===== src/rtl/data_mem_sequencer.sv =====
`default_nettype none
// ============================================================================
// Module   : data_mem_sequencer
// Brief    : Arbitrates core/interrupt data-space accesses onto the single
//            byte-wide memory-map port, splitting word transfers in two.
// Revision : 1.0 - initial release
// ============================================================================
module data_mem_sequencer #(
    parameter int ADDR_W = 16
) (
    input  logic              clk,
    input  logic              rst,

    input  logic              core_req,
    input  logic [ADDR_W-1:0] core_addr,
    input  logic              core_we,
    input  logic              core_word,
    input  logic              core_io_only,
    input  logic [15:0]       core_wdata,

    input  logic              irq_req,
    input  logic [ADDR_W-1:0] irq_addr,
    input  logic              irq_we,
    input  logic              irq_word,
    input  logic              irq_io_only,
    input  logic [15:0]       irq_wdata,

    output logic              core_ack,
    output logic              irq_ack,
    output logic [15:0]       rdata,
    output logic              busy,

    output logic [ADDR_W-1:0] mem_addr,
    output logic              mem_we,
    output logic              mem_io_only,
    output logic [7:0]        mem_wdata,
    input  logic [7:0]        mem_rdata
);

    typedef enum logic [1:0] {
        S_IDLE = 2'd0,
        S_LO   = 2'd1,
        S_HI   = 2'd2,
        S_FIN  = 2'd3
    } state_t;

    localparam logic c_OWNER_CORE = 1'b0;
    localparam logic c_OWNER_IRQ  = 1'b1;

    state_t              r_state;
    state_t              w_next_state;

    logic                w_irq_grant;
    logic                w_core_grant;
    logic                w_grant;
    logic                w_mem_we;
    logic                w_mem_io_only;

    logic [ADDR_W-1:0]   w_sel_addr;
    logic                w_sel_we;
    logic                w_sel_word;
    logic                w_sel_io_only;
    logic [15:0]         w_sel_wdata;
    logic [ADDR_W-1:0]   w_addr_inc;

    logic [ADDR_W-1:0]   r_addr;
    logic                r_we;
    logic                r_word;
    logic                r_io_only;
    logic [15:0]         r_wdata;
    logic                r_owner;
    logic [7:0]          r_lo_byte;
    logic [15:0]         r_rdata;
    logic                r_core_ack;
    logic                r_irq_ack;
    logic [ADDR_W-1:0]   r_mem_addr;
    logic [7:0]          r_mem_wdata;

    // A requester whose ack is still high is dropping its req; skip it this cycle.
    always_comb begin
        w_next_state  = r_state;
        w_irq_grant   = 1'b0;
        w_core_grant  = 1'b0;
        w_mem_we      = 1'b0;
        w_mem_io_only = 1'b0;
        case (r_state)
            S_IDLE: begin
                if (irq_req && !r_irq_ack) begin
                    w_irq_grant  = 1'b1;
                    w_next_state = S_LO;
                end else if (core_req && !r_core_ack) begin
                    w_core_grant = 1'b1;
                    w_next_state = S_LO;
                end
            end
            S_LO: begin
                w_mem_we      = r_we;
                w_mem_io_only = r_io_only;
                w_next_state  = r_word ? S_HI : S_FIN;
            end
            S_HI: begin
                w_mem_we      = r_we;
                w_mem_io_only = r_io_only;
                w_next_state  = S_FIN;
            end
            S_FIN: begin
                w_next_state = S_IDLE;
            end
            default: begin
                w_next_state = S_IDLE;
            end
        endcase
    end

    always_ff @(posedge clk) begin
        if (rst) begin
            r_state <= S_IDLE;
        end else begin
            r_state <= w_next_state;
        end
    end

    assign w_grant       = w_irq_grant | w_core_grant;
    assign w_sel_addr    = w_irq_grant ? irq_addr    : core_addr;
    assign w_sel_we      = w_irq_grant ? irq_we      : core_we;
    assign w_sel_word    = w_irq_grant ? irq_word    : core_word;
    assign w_sel_io_only = w_irq_grant ? irq_io_only : core_io_only;
    assign w_sel_wdata   = w_irq_grant ? irq_wdata   : core_wdata;
    assign w_addr_inc    = r_addr + {{(ADDR_W-1){1'b0}}, 1'b1};

    // Memory address/data are loaded one edge early so they are stable for
    // the whole LO/HI cycle; the registered read returns in the following cycle.
    always_ff @(posedge clk) begin
        if (rst) begin
            r_addr      <= '0;
            r_we        <= 1'b0;
            r_word      <= 1'b0;
            r_io_only   <= 1'b0;
            r_wdata     <= 16'h0000;
            r_owner     <= c_OWNER_CORE;
            r_lo_byte   <= 8'h00;
            r_rdata     <= 16'h0000;
            r_core_ack  <= 1'b0;
            r_irq_ack   <= 1'b0;
            r_mem_addr  <= '0;
            r_mem_wdata <= 8'h00;
        end else begin
            r_core_ack <= 1'b0;
            r_irq_ack  <= 1'b0;

            if (w_grant) begin
                r_addr      <= w_sel_addr;
                r_we        <= w_sel_we;
                r_word      <= w_sel_word;
                r_io_only   <= w_sel_io_only;
                r_wdata     <= w_sel_wdata;
                r_owner     <= w_irq_grant ? c_OWNER_IRQ : c_OWNER_CORE;
                r_mem_addr  <= w_sel_addr;
                r_mem_wdata <= w_sel_wdata[7:0];
            end

            case (r_state)
                S_LO: begin
                    if (r_word) begin
                        r_mem_addr  <= w_addr_inc;
                        r_mem_wdata <= r_wdata[15:8];
                    end
                end
                S_HI: begin
                    if (!r_we) begin
                        r_lo_byte <= mem_rdata;
                    end
                end
                S_FIN: begin
                    if (!r_we) begin
                        r_rdata <= r_word ? {mem_rdata, r_lo_byte} : {8'h00, mem_rdata};
                    end
                    r_core_ack <= (r_owner == c_OWNER_CORE);
                    r_irq_ack  <= (r_owner == c_OWNER_IRQ);
                end
                default: begin
                end
            endcase
        end
    end

    assign core_ack    = r_core_ack;
    assign irq_ack     = r_irq_ack;
    assign rdata       = r_rdata;
    assign busy        = (r_state != S_IDLE);
    assign mem_addr    = r_mem_addr;
    assign mem_we      = w_mem_we;
    assign mem_io_only = w_mem_io_only;
    assign mem_wdata   = r_mem_wdata;

endmodule
`default_nettype wire

===== config.mk =====
export PLATFORM = sky130hd
export DESIGN_NAME = data_mem_sequencer
export DESIGN_NICKNAME = d
export VERILOG_FILES = /design/src/rtl/data_mem_sequencer.sv
export SDC_FILE = /design/constraint.sdc
export NUM_CORES = 1
export LEC_CHECK = 0
export BUFFER_PORTS_ARGS = -buffer_cell sky130_fd_sc_hd__buf_2
export CAP_MARGIN = 0
export CORE_AREA = 2 2 100 102
export DETAILED_ROUTE_END_ITERATION = 7
export DIE_AREA = 0 0 102 104
export HOLD_SLACK_MARGIN = 0.03
export PLACE_DENSITY = 0.68
export SETUP_SLACK_MARGIN = 0.15
export SLEW_MARGIN = 10
export SYNTH_ARGS = -nofsm -noshare
export SYNTH_HDL_FRONTEND = slang
export SYNTH_SLANG_ARGS = --single-unit
export TNS_END_PERCENT = 50

===== constraint.sdc =====
create_clock -name clk -period 1.65 [get_ports clk]
set_input_delay 0 -clock clk [delete_from_list [all_inputs] [get_ports clk]]
set_output_delay 0 -clock clk [all_outputs]
set_load 0.005 [all_outputs]

==> impl_results.md <==
- Yosys reg bits: 80
- Worst-margin pin slew: between 0.3 and 0.4 ns
- Core area: 9550 um2
- Type of element launching the critical path: register
- Area of the multi-input gates: between 2000 and 2500 um2
- Io pins: 127
- Vias in the first global route: 4173
- Fin. Hold Viols: 0
- Top-area cell type share of the netlist area: a little over two fifths
- RSZ-0062 raised after global routing: yes
- Ys async rst share: 0%
- P_int: slightly above 0.006 W
- DRT Wirelength: 13100 um
- FILL cells: about 800
- CP Max Fanout: 5
- Combinational power share: between 50% and 60%
- Clock slew seen by the registers of the worst setup and hold paths: 0.09 ns
- Worst skew pair latency: approximately 0.36 ns
- Post-synth EDFFs: 0
- LEAKAGE: approximately 2.4 nW
- Clock Skew: between 0.009 and 0.01 ns
- Clk buf depth: 2
- Most frequent cell after synthesis: dfxtp_1
- Synthesized Nets: 528
- Final setup vio count: 0
- Cell taking the most area after synthesis: dfxtp_1
- Initial Util: 39.3%
- Maximum vdd drop: around 860 uV
- Antenna cells: 0
- Largest net degree at the start of global routing: between 80 and 90
- Synthesized cell area: 3750 um2
- Crit path capture type: register
- Post-Place Cell Area: roughly 4700 um2
- Sw power: roughly 0.0034 W
- Main synth FF type: dfxtp_1
- Drt pass-1 iters: 7
- Design Area, Final: 5950 um2
- Final worst path period share: 98.1%
- Worst Hold Class: in2reg
- WP data required: 1.92 ns
- Critical path type: reg2reg
- Detailed Place HPWL: 7280 um
- WL per Instance: between 15 and 20 um
- Slew Limit Headroom: 75.4%
- Arrival @ worst endpoint: 1.89 ns
- Max_cap viols: 0
- Area contributors post-synth: dfxtp_1, nand2_1, mux2i_1
- GPL Wtd Cong: 0.783
- Synth Area per Inst: around 8.5 um2
- CTS tree: built
- Remaining global-route overflow: 0
- Global-route wire length before repair: 20100 um
- Die Area: between 10000 and 15000 um2
- DR iter-0 viols: 256
- Fin nets: about 730
- Site row count: 36
- Outcome: complete, no violations
- Via density: 5.49
- Synth-to-layout area growth: 58.5%
- Count of cell types in the netlist: 41
- Initial antenna violation count: 0
- Share of layout cells above drive strength 1: between 30% and 40%
- Clock root buffer: clkbuf_8
- Via Count: ~4300
- Clock network power share: a little under a fifth
- FMAX: between 600 and 700 MHz
- Synth top cells by count: dfxtp_1, nand2_1, a21oi_1
- CTS buffer count: 9
- Post-DRT Antenna Nets: 0
- CTS HTree Levels: 3
- Total global-route track usage: between 20% and 30%
- Post-synthesis sequential area ratio: 42.7%
- PortBufs: 126
- CTS sink count: 80
- Switching fraction of total power: ~36%
- Max-slew violations: 0
- Sequential Power Share: ~30%
- Flip-flop and latch area: approximately 1600 um2
- Final min period: ~1.6 ns
- Die Span Y: roughly 100 um
- DRC viols: 0
- Cells after Synth: 440
- DIE WIDTH: 102 um
- PD cells: about 1600 nW/um2
- Syn. warnings: 0
- Setup TNS: 0 ns
-- final timing paths --
path                                         startpoint                       to  slack, ns  cells past startpoint
worst min-delay path                       irq_wdata[8]  r_wdata[8]$_SDFFE_PP0N_       0.05                      3
worst max register to register  r_state[0]$_SDFFE_PP0P_   mem_addr[7]$_SDFF_PP0_       0.03                      9
worst max-delay path            r_state[0]$_SDFFE_PP0P_   mem_addr[7]$_SDFF_PP0_       0.03                      9
worst min register to register     r_owner$_SDFFE_PP0N_      core_ack$_SDFF_PP0_       0.45                      1
-- cells by family (layout without fill, tap and decap cells) --
family / Yosys count / in the layout / share of synthesized area (%)
and+or+nand+nor: 163 / 163 / 20.7
AOI/OAI and AO/OA: 113 / 113 / 21.2
muxes: 28 / 28 / 7.64
xor gates and xnor gates: 5 / 5 / 1.17
buffers and inverters: 45 / 251 / 4.67
adders and majority gates: 6 / 6 / 2.00
DFF: 80 / 80 / 42.7
-- per-layer routing --
| metal | share of wire (%) | up-vias | routed length (um) | GRT usage (%) |
|---|---|---|---|---|
| met1 | 39 | 1989 | 5050 | 27.4 |
| met4 | 3.2 | 0 | 422 | 8.67 |
| li1 | - | 2014 | - | - |
| met2 | 50 | 228 | 6550 | 42.0 |
| met5 | 0 | - | 0 | 0 |
| met3 | 8.2 | 42 | 1080 | 6.85 |
-- power groups by stage --
stage / registers [W] / logic [W] / clock network [W]
4_1_cts: 0.00284 / 0.00474 / 0.00176
6_report: 0.00286 / 0.00495 / 0.00175
3_3_place_gp: 0.00284 / 0.00327 / 0
2_1_floorplan: 0.00287 / 0.00205 / 0
5_1_grt: 0.00292 / 0.00530 / 0.00184
3_5_place_dp: 0.00286 / 0.00336 / 0
-- placed cells by master (no fill, tap or decap), drive strengths merged, types with 2 or more instances in the layout --
cell,Yosys,final
clkbuf,27,11
o22ai,2,2
bufinv,0,3
dlygate4sd3,0,46
nor3,9,9
a31oi,3,3
nor3b,2,2
o21ai,4,4
a211oi,9,9
clkinvlp,0,2
or3,16,16
nor4,4,4
nand2,63,63
nor2b,3,3
nand2b,9,9
nor2,32,32
mux2,5,5
ha,6,6
o31a,2,2
inv,7,7
a21oi,37,37
and2,2,2
nand3,14,14
o211ai,12,12
o21a,2,2
buf,11,180
xnor2,4,4
a311oi,16,16
mux2i,23,23
bufbuf,0,2
dfxtp,80,80
a41o,2,2
o221ai,20,20
or4,2,2
nand4,4,4
-- registers in the layout, summed over array words and instances, names as in the netlist --
signal / count
mem_addr: 16
r_addr: 16
rdata: 16
mem_wdata: 8
r_lo_byte: 8
r_wdata: 8
r_state: 2
core_ack: 1
irq_ack: 1
r_io_only: 1
r_owner: 1
r_we: 1
r_word: 1
-- per-stage QoR --
stage               instances  worst slack (ns)  hold slack (ns)  utilization, %  total power [W]
detailed placement        693           -0.0692            0.288            49.6          0.00622
finish                    779            0.0316           0.0516            62.3          0.00956
floorplan                 440             0.109            0.147               -          0.00492
global placement          693           -0.0346            0.272            49.6          0.00612
global route              779           -0.0456           0.0311            62.3           0.0101
CTS                       773            0.0467           0.0335            61.5          0.00933
-- cell type report --
type,instances,area share (%)
Clock buffer,11,2.21
Clock inverter,5,1.77
Inverter,7,0.568
Multi-Input combinational cell,315,35.9
Sequential cell,80,27.1
Tap cell,133,2.80
Timing Repair Buffer,228,29.6
-- timing repair --
action                                 4_1_cts  5_1_grt
gates cloned                                 6        0
hold buffers                                45        1
buffers inserted                            13        5
pin swaps                                   23       31
resized for setup                           38        7
endpoints found under the hold margin       52        1
setup endpoints to repair                   60       70
-- worst max-delay path, stage by stage (launching register included) --
cell and delay, ns:
dfxtp_2 0.33, inv_2 0.07, ha_4 0.17, inv_8 0.04, a21oi_4 0.18, buf_6 0.15
buf_12 0.10, buf_16 0.11, o211ai_1 0.11, a311oi_1 0.27
Note: power is estimated with default switching activity, not from simulation.
